`src/rtl/mips_pipe_pkg.sv`:
```
// Shared types and default field packing for the MIPS inter-stage pipeline register.
package mips_pipe_pkg;

  typedef enum logic [1:0] {
    ST_EMPTY = 2'd0,
    ST_FULL  = 2'd1,
    ST_SKID  = 2'd2
  } pipe_state_t;

  // Control bundle fields
  localparam int ALU_OP_W     = 3;
  localparam int ALU_SRC_W    = 1;
  localparam int REG_WRITE_W  = 1;
  localparam int REG_DST_W    = 2;
  localparam int MEM_READ_W   = 1;
  localparam int MEM_WRITE_W  = 1;
  localparam int MEM_TO_REG_W = 2;
  localparam int CTRL_W_DEF   = ALU_OP_W + ALU_SRC_W + REG_WRITE_W + REG_DST_W
                              + MEM_READ_W + MEM_WRITE_W + MEM_TO_REG_W;

  // Data bundle: read_data1/2, sgn_ext, adder1 plus Rt/Rd/Rs
  localparam int WORD_W      = 32;
  localparam int REG_ADDR_W  = 5;
  localparam int DATA_W_DEF  = 4 * WORD_W + 3 * REG_ADDR_W;

  localparam logic [CTRL_W_DEF-1:0] CTRL_BUBBLE_DEF = '0;

endpackage

```
`src/rtl/mips_pipe_skid.sv`:
```
// Skid entry: holds one extra beat while the main entry is back-pressured.
module mips_pipe_skid
  import mips_pipe_pkg::*;
#(
  parameter int CTRL_W = CTRL_W_DEF,
  parameter int DATA_W = DATA_W_DEF
) (
  input  logic              clk,
  input  logic              rst,
  input  logic              load,
  input  logic              clear,
  input  logic [CTRL_W-1:0] in_ctrl,
  input  logic [DATA_W-1:0] in_data,
  output logic              vld,
  output logic [CTRL_W-1:0] ctrl,
  output logic [DATA_W-1:0] data
);

  logic              vld_q, vld_d;
  logic [CTRL_W-1:0] ctrl_q, ctrl_d;
  logic [DATA_W-1:0] data_q, data_d;

  always_comb begin
    vld_d  = vld_q;
    ctrl_d = ctrl_q;
    data_d = data_q;
    if (load) begin
      vld_d  = 1'b1;
      ctrl_d = in_ctrl;
      data_d = in_data;
    end else if (clear) begin
      vld_d  = 1'b0;
    end
  end

  always_ff @(posedge clk or posedge rst) begin
    if (rst) begin
      vld_q  <= 1'b0;
      ctrl_q <= '0;
      data_q <= '0;
    end else begin
      vld_q  <= vld_d;
      ctrl_q <= ctrl_d;
      data_q <= data_d;
    end
  end

  assign vld  = vld_q;
  assign ctrl = ctrl_q;
  assign data = data_q;

endmodule

```
`src/rtl/mips_pipe_stage.sv`:
```
// Elastic MIPS inter-stage register with valid/ready, flush bubble and stall counter.
// Define MIPS_PIPE_SKID_EN for a skid entry and a registered in_ready.
module mips_pipe_stage
  import mips_pipe_pkg::*;
#(
  parameter int                CTRL_W      = CTRL_W_DEF,
  parameter int                DATA_W      = DATA_W_DEF,
  parameter logic [CTRL_W-1:0] CTRL_BUBBLE = CTRL_W'(CTRL_BUBBLE_DEF),
  parameter int                CNT_W       = 16
) (
  input  logic              clk,
  input  logic              rst,
  input  logic              in_valid,
  output logic              in_ready,
  input  logic [CTRL_W-1:0] in_ctrl,
  input  logic [DATA_W-1:0] in_data,
  input  logic              flush,
  output logic              out_valid,
  input  logic              out_ready,
  output logic [CTRL_W-1:0] out_ctrl,
  output logic [DATA_W-1:0] out_data,
  output logic [CNT_W-1:0]  stall_cnt
);

  pipe_state_t       state_q, state_d;
  logic [CTRL_W-1:0] main_ctrl_q, main_ctrl_d;
  logic [DATA_W-1:0] main_data_q, main_data_d;
  logic [CNT_W-1:0]  stall_cnt_q, stall_cnt_d;
  logic              main_vld, in_hs;

  assign main_vld  = (state_q != ST_EMPTY);
  assign out_valid = main_vld;
  assign out_ctrl  = main_vld ? main_ctrl_q : CTRL_BUBBLE;
  assign out_data  = main_data_q;
  assign stall_cnt = stall_cnt_q;
  assign in_hs     = in_valid & in_ready;

`ifdef MIPS_PIPE_SKID_EN
  logic              skid_vld, skid_load, skid_clear;
  logic [CTRL_W-1:0] skid_ctrl;
  logic [DATA_W-1:0] skid_data;

  // Registered ready: a beat is taken whenever the skid slot is free.
  assign in_ready   = ~skid_vld;
  assign skid_load  = (state_q == ST_FULL) & in_hs & ~out_ready & ~flush;
  assign skid_clear = flush | ((state_q == ST_SKID) & out_ready);

  mips_pipe_skid #(.CTRL_W(CTRL_W), .DATA_W(DATA_W)) u_skid (
    .clk     (clk),
    .rst     (rst),
    .load    (skid_load),
    .clear   (skid_clear),
    .in_ctrl (in_ctrl),
    .in_data (in_data),
    .vld     (skid_vld),
    .ctrl    (skid_ctrl),
    .data    (skid_data)
  );
`else
  assign in_ready = out_ready | ~main_vld;
`endif

  always_comb begin
    state_d     = state_q;
    main_ctrl_d = main_ctrl_q;
    main_data_d = main_data_q;
    case (state_q)
      ST_EMPTY: if (in_hs) begin
        state_d     = ST_FULL;
        main_ctrl_d = in_ctrl;
        main_data_d = in_data;
      end
      ST_FULL: if (in_hs && out_ready) begin
        main_ctrl_d = in_ctrl;
        main_data_d = in_data;
`ifdef MIPS_PIPE_SKID_EN
      end else if (in_hs) begin
        state_d = ST_SKID;
`endif
      end else if (out_ready) begin
        state_d = ST_EMPTY;
      end
`ifdef MIPS_PIPE_SKID_EN
      ST_SKID: if (out_ready) begin
        state_d     = ST_FULL;
        main_ctrl_d = skid_ctrl;
        main_data_d = skid_data;
      end
`endif
      default: state_d = ST_EMPTY;
    endcase
    // Flush drops everything, including a beat taken this cycle, and leaves data as-is.
    if (flush) begin
      state_d     = ST_EMPTY;
      main_ctrl_d = main_ctrl_q;
      main_data_d = main_data_q;
    end
    stall_cnt_d = stall_cnt_q;
    if (main_vld && !out_ready && (stall_cnt_q != '1))
      stall_cnt_d = stall_cnt_q + 1'b1;
  end

  always_ff @(posedge clk or posedge rst) begin
    if (rst) begin
      state_q     <= ST_EMPTY;
      main_ctrl_q <= CTRL_BUBBLE;
      main_data_q <= '0;
      stall_cnt_q <= '0;
    end else begin
      state_q     <= state_d;
      main_ctrl_q <= main_ctrl_d;
      main_data_q <= main_data_d;
      stall_cnt_q <= stall_cnt_d;
    end
  end

endmodule

```
`config.mk`:
```
export PLATFORM = sky130hd
export DESIGN_NAME = mips_pipe_stage
export DESIGN_NICKNAME = d
export VERILOG_FILES = /design/src/rtl/mips_pipe_pkg.sv /design/src/rtl/mips_pipe_skid.sv /design/src/rtl/mips_pipe_stage.sv
export SDC_FILE = /design/constraint.sdc
export NUM_CORES = 1
export LEC_CHECK = 0
export BUFFER_PORTS_ARGS = -buffer_cell sky130_fd_sc_hd__buf_2
export CAP_MARGIN = 10
export CORE_AREA = 3 3 128 130
export DETAILED_ROUTE_END_ITERATION = 12
export DIE_AREA = 0 0 131 133
export PLACE_DENSITY = 0.77
export RECOVER_POWER = 100
export SYNTH_ARGS = -nofsm -noshare
export SYNTH_HDL_FRONTEND = slang
export SYNTH_HIERARCHICAL = 1
export SYNTH_SLANG_ARGS = --single-unit
```
`constraint.sdc`:
```
create_clock -name clk -period 6.5 [get_ports clk]
set_input_delay 0.325 -clock clk [delete_from_list [all_inputs] [get_ports clk]]
set_output_delay 0.325 -clock clk [all_outputs]
set_load 0.01 [all_outputs]
```
==> impl_metrics.csv, run 1 <==
group,metric,value,unit
yosys,yosysTopAreaCell,"dfrtp_1",
detailed_routing,m1WireLength,5930,µm
yosys,synthCells,424,
worst_setup_path,worstPathCellList,"and2b_1, nor3b_1, clkbuf_1, mux2_2",
worst_setup_path,cp_max_fo,67,
worst_setup_path,critPathSlowestCell,"clkbuf_1",
global_routing,grt_max_degree,88,
global_routing,grt_pass1_vias,5147,
worst_setup_path,startpoint_type,"flop",
floorplanning,core-area,15300,µm²
finish,layout_commonest_cell,"dfrtp_1",
worst_setup_path,required,6.79,ns
global_routing,grt_pass1_wl,25800,µm
power,peakVddDrop,0.178,mV
sta,tightest_slew,3.63,ns
yosys,synthTopCellsByArea,"dfrtp_1 (65%), mux2_2 (27%), buf_2 (1.4%), and2_1 (1.0%), xnor2_1 (0.66%)",
worst_setup_path,critPathCaptureType,"flop",
worst_setup_path,cp.arrival,4.48,ns
cts,cts-hold-fix-buffers,0,
cts,cts.path.max_buffers,2,
floorplanning,num_rows,45,
detailed_routing,dr_wl_met2,8710,µm
yosys,syn_area,6620,µm²
cts,numCtsBuffers,17,
global_routing,grt_use_total,18.9,%
finish,final_cell_mix,"dfrtp_1 (171), clkbuf_1 (166), buf_2 (166), mux2_2 (156), clkbuf_16 (17)",
power,cellLeakagePower,3.93,nW
sta,rsz0062_at_grt,"false",
cts,cts.sinks,171,
sta,fmax,0.239,GHz
yosys,synth_top_cell_area_share,64.6,%
sta,fin_crit_sh,64.5,%
floorplanning,dieHeight,133,µm
cts,post_cts_buffers,0,
sta,fin_setup_tns,0,ns
yosys,syn_area_per_cell,15.6,µm²
yosys,yosysSeqAreaShare,64.6,%
sta,skew,0.00618,ns
floorplanning,ioPinCount,331,
sta,finalSetupViolCount,0,
detailed_routing,post_drt_wl_per_cell,16.7,µm
detailed_routing,met3WireLength,1280,µm
detailed_routing,drc,0,
place,dpl.hpwl,12500,µm
detailed_routing,first_pass_iters,4,
yosys,ys_warn_count,6,
cts,clock-root-buffer,"clkbuf_16",
run,cap_violations,2,
finish,postLayoutCoreUtil,57.9,%
sta,slew_headroom,-143,%
floorplanning,die_w,131,µm
hold_path,hold_path_class,"input pin to flop",
global_routing,grt_overflow,0,
detailed_routing,antenna_left,0,
worst_setup_path,crit_type,"flop to flop",
finish,syn_to_final_growth,33.4,%
worst_setup_path,slowest_delay,2.45,ns
run_status,violations,"max-capacitance violations, max-slew violations",
detailed_routing,top_layer,"met4",
yosys,synth_seq_cells,171,
sta,hold_viol,0,
finish,final_layout_size_suffix_gt1_share,46.6,%
finish,diodes,0,
detailed_routing,wirelength,16400,µm
cts,clkTransAtPathRegs,0.06,ns
power,p_per_area,326,nW/µm²
detailed_routing,avgViaCountPerCell,4.80,
yosys,synth.net_count,584,
detailed_routing,vias,4708,
finish,fillCellCount,1317,
cts,htree_levels,4,
finish,layout.nets,916,
sta,fin_crit,4.19,ns
yosys,yosysUniqueCellTypes,28,
cts,clk_latency,0.41,ns
worst_setup_path,worst-path-buf-inv,1,
floorplanning,dieArea,17400,µm²
floorplanning,start_util,43.4,%
sta,drv_slew,154,
worst_setup_path,path_delay_family,"buffers and inverters",
global_routing,antenna_found_initial,0,
place,gp_congestion,0.836,
place,portBuffers,330,
cts,cts_tree,"built",
sta,hold-worst-slack,0.0941,ns
detailed_routing,drtIter0Drc,256,
run_status,status,"finished, violations left",
power,power.total,0.00288,W
cts,cts_resized,0,
-- cell type report --
type                       instances  area [µm²]  share of cell area [%]
timing repair buffer             333        1470                    16.6
multi-input combinational        228        2230                    25.2
inverter                           5        20.0                   0.227
clock inverter                    11         110                    1.25
sequential                       171        4280                    48.4
clock buffer                      21         470                    5.33
tap                              211         264                    2.99
-- logic make-up (layout without fill, tap and decap cells) --
kind of cell	after synthesis	in the layout	synth area share [%]
multiplexers	158	158	26.9
AND/OR/NAND/NOR	53	53	4.65
adder cells (fa/ha/maj)	1	1	0.189
AO/OA/AOI/OAI	7	7	0.737
flip-flops	171	171	64.6
buffers and inverters	25	370	1.76
XOR/XNOR	9	9	1.19
-- Yosys cell counts --
master      n
xnor2_1     5
or3b_2      1
mux2_2    156
ha_1        1
nand2_1     8
a31oi_1     1
mux2_1      2
inv_1       4
o21ai_0     2
buf_2      18
clkbuf_1    2
nor4_1      5
o31ai_1     2
dfrtp_1   171
and4b_1     1
inv_2       1
a41oi_1     2
nand2b_1    2
nor3b_1     1
nand3_1     6
and2_1     11
nand4_4     1
nor3_1      3
xor2_1      4
and2b_2     1
nand4_1     4
or3_1       2
nor2_1      7
-- registers in the layout, summed over array words and instances, names as in the netlist --
| register | count |
|---|---|
| main_ctrl_q | 11 |
| out_data | 143 |
| stall_cnt | 16 |
| state_q | 1 |
-- final timing paths --
check | from | end | slack [ns] | cells past startpoint
max | state_q[0] | out_data[35] | 2.31 | 4
min | flush | state_q[0] | 0.09 | 2
max reg2reg | state_q[0] | out_data[35] | 2.31 | 4
min reg2reg | out_data[82] | out_data[82] | 0.51 | 1
max in group asynchronous | rst | out_data[128] | 3.23 | 3
min in group asynchronous | rst | out_data[53] | 0.97 | 2
-- through the flow --
stage	instance area (µm²)	setup slack, ns	instances
after global placement	8470	4.17	948
after floorplan	6620	1.54	424
final	8830	2.31	980
after detailed placement	8470	4.08	948
after global routing	8830	2.04	980
after CTS	9050	4.07	980
-- metal layers --
layer | global-route usage [%] | vias to the layer above
li1 | - | 2173
met1 | 20.4 | 2268
met2 | 33.6 | 226
met3 | 5.97 | 41
met4 | 8.11 | 0
met5 | 0 | -
-- report_power, final --
group	internal [W]	total (W)	switching (W)
clock	0.000563	0.000981	0.000417
combinational	0.000257	0.000535	0.000277
sequential	0.00124	0.00137	0.000121
Note: power is estimated with default switching activity, not from simulation.
==> run 2, diff against run 1 <==
==> constraint.sdc (replaced) <==
create_clock -name clk -period 4.01 [get_ports clk]
set_input_delay 0.2005 -clock clk [delete_from_list [all_inputs] [get_ports clk]]
set_output_delay 0.2005 -clock clk [all_outputs]
set_load 0.01 [all_outputs]
==> impl_metrics.csv, run 2 (synthesized netlist as in run 1, its figures left out) <==
group,metric,value,unit
run_status,status,"finished, violations left",
run_status,violations,"max-capacitance violations, max-slew violations",
detailed_routing,vias,5109,
worst_setup_path,worstPathCellList,"and2b_1, nor3b_1, buf_12, mux2_2",
global_routing,grt_overflow,0,
worst_setup_path,cp.arrival,2.66,ns
cts,clock-root-buffer,"clkbuf_16",
worst_setup_path,startpoint_type,"flop",
worst_setup_path,worst-path-buf-inv,1,
worst_setup_path,path_delay_family,"simple AND/OR/NAND/NOR gates",
global_routing,grt_use_total,20.6,%
detailed_routing,drtIter0Drc,188,
power,cellLeakagePower,4.31,nW
place,placed_cells,950,
place,portBuffers,330,
detailed_routing,avgViaCountPerCell,4.80,
detailed_routing,post_drt_wl_per_cell,16.9,µm
finish,final_layout_size_suffix_gt1_share,41.7,%
cts,htree_levels,4,
global_routing,grt_max_degree,82,
sta,tightest_slew,2.03,ns
cts,clkTransAtPathRegs,0.07,ns
detailed_routing,wirelength,18000,µm
finish,fillCellCount,1168,
finish,final_cell_mix,"dfrtp_1 (171), clkbuf_1 (170), buf_2 (161), mux2_2 (156), dlygate4sd3_1 (83)",
cts,cts.path.max_buffers,2,
floorplanning,dieArea,17400,µm²
worst_setup_path,cp_max_fo,81,
place,dpl.hpwl,12400,µm
sta,fmax,0.422,GHz
sta,hold_viol,0,
detailed_routing,drc,0,
place,placed_area,8520,µm²
global_routing,antenna_found_initial,0,
sta,fin_crit,2.37,ns
floorplanning,dieHeight,133,µm
finish,syn_to_final_growth,47.3,%
sta,rsz0062_at_grt,"false",
run,cap_violations,1,
sta,fin_setup_tns,0,ns
finish,final_area,9750,µm²
global_routing,grt_pass1_vias,5526,
sta,slew_headroom,-36.3,%
cts,cts_tree,"built",
worst_setup_path,critPathCaptureType,"flop",
cts,cts_resized,0,
hold_path,hold_path_class,"input pin to flop",
finish,layout.cells.non_filler,1065,
power,peakVddDrop,0.306,mV
sta,hold-worst-slack,0.0165,ns
floorplanning,die_w,131,µm
detailed_routing,antenna_left,0,
cts,clk_latency,0.42,ns
worst_setup_path,required,4.31,ns
cts,post_cts_buffers,0,
floorplanning,ioPinCount,331,
finish,layout_commonest_cell,"dfrtp_1",
sta,skew,0.00693,ns
finish,layout.nets,1001,
floorplanning,num_rows,45,
sta,finalSetupViolCount,0,
power,p_per_area,499,nW/µm²
cts,cts.sinks,171,
place,gp_congestion,0.872,
floorplanning,core-area,15300,µm²
worst_setup_path,critPathSlowestCell,"nor3b_1",
cts,numCtsBuffers,17,
global_routing,grt_pass1_wl,28100,µm
finish,diodes,0,
finish,largest_reg_flops,143,
worst_setup_path,crit_type,"flop to flop",
sta,fin_crit_sh,59.1,%
sta,drv_slew,47,
floorplanning,start_util,43.4,%
worst_setup_path,slowest_delay,0.58,ns
detailed_routing,first_pass_iters,4,
## run 2: where the power goes
part / internal [W] / total [W] / leakage, nW / switching, W
Combinational: 0.000469 / 0.000951 / 1.98 / 0.000483
Clock: 0.00101 / 0.00170 / 0.302 / 0.000694
Sequential: 0.00202 / 0.00221 / 2.03 / 0.000194
## run 2: path summary, 6_finish.rpt
path | startpoint | endpoint | slack, ns | cells after the start
worst max register to register | state_q[0] | out_data[104] | 1.64 | 4
worst max-delay path | state_q[0] | out_data[104] | 1.64 | 4
worst min register to register | main_ctrl_q[6] | main_ctrl_q[6] | 0.50 | 1
min in group asynchronous | rst | out_data[39] | 0.31 | 2
max in group asynchronous | rst | out_data[135] | 1.76 | 3
worst min-delay path | in_data[24] | out_data[24] | 0.02 | 2
## run 2: metrics by stage
step                setup WS (ns)  total power [W]  utilization, %
floorplan                    1.63          0.00271               -
global placement             1.97          0.00315            55.9
detailed placement           1.88          0.00319            55.9
CTS                          1.86          0.00498            65.3
global route                 1.20          0.00510            63.9
finish                       1.64          0.00487            63.9
## run 2: cell type report
type                    count  area, µm²  area share, %
repair buffers            418       2340           24.0
multi-input cells         228       2230           22.8
clock buffers              18        439           4.50
inverters                   5       20.0          0.205
clock inverters            14        181           1.86
well taps                 211        264           2.71
flip-flops and latches    171       4280           43.9
## run 2: repair_timing
item / 4_1_cts / 5_1_grt
setup endpoints to repair: 0 / 0
hold buffers: 82 / 1
hold endpoints to repair: 82 / 1
## run 2: layer usage
metal	track usage (%)	routed length (µm)
met5	0	0
met4	7.60	487
met3	6.42	1260
met2	37.9	9880
met1	21.6	6370
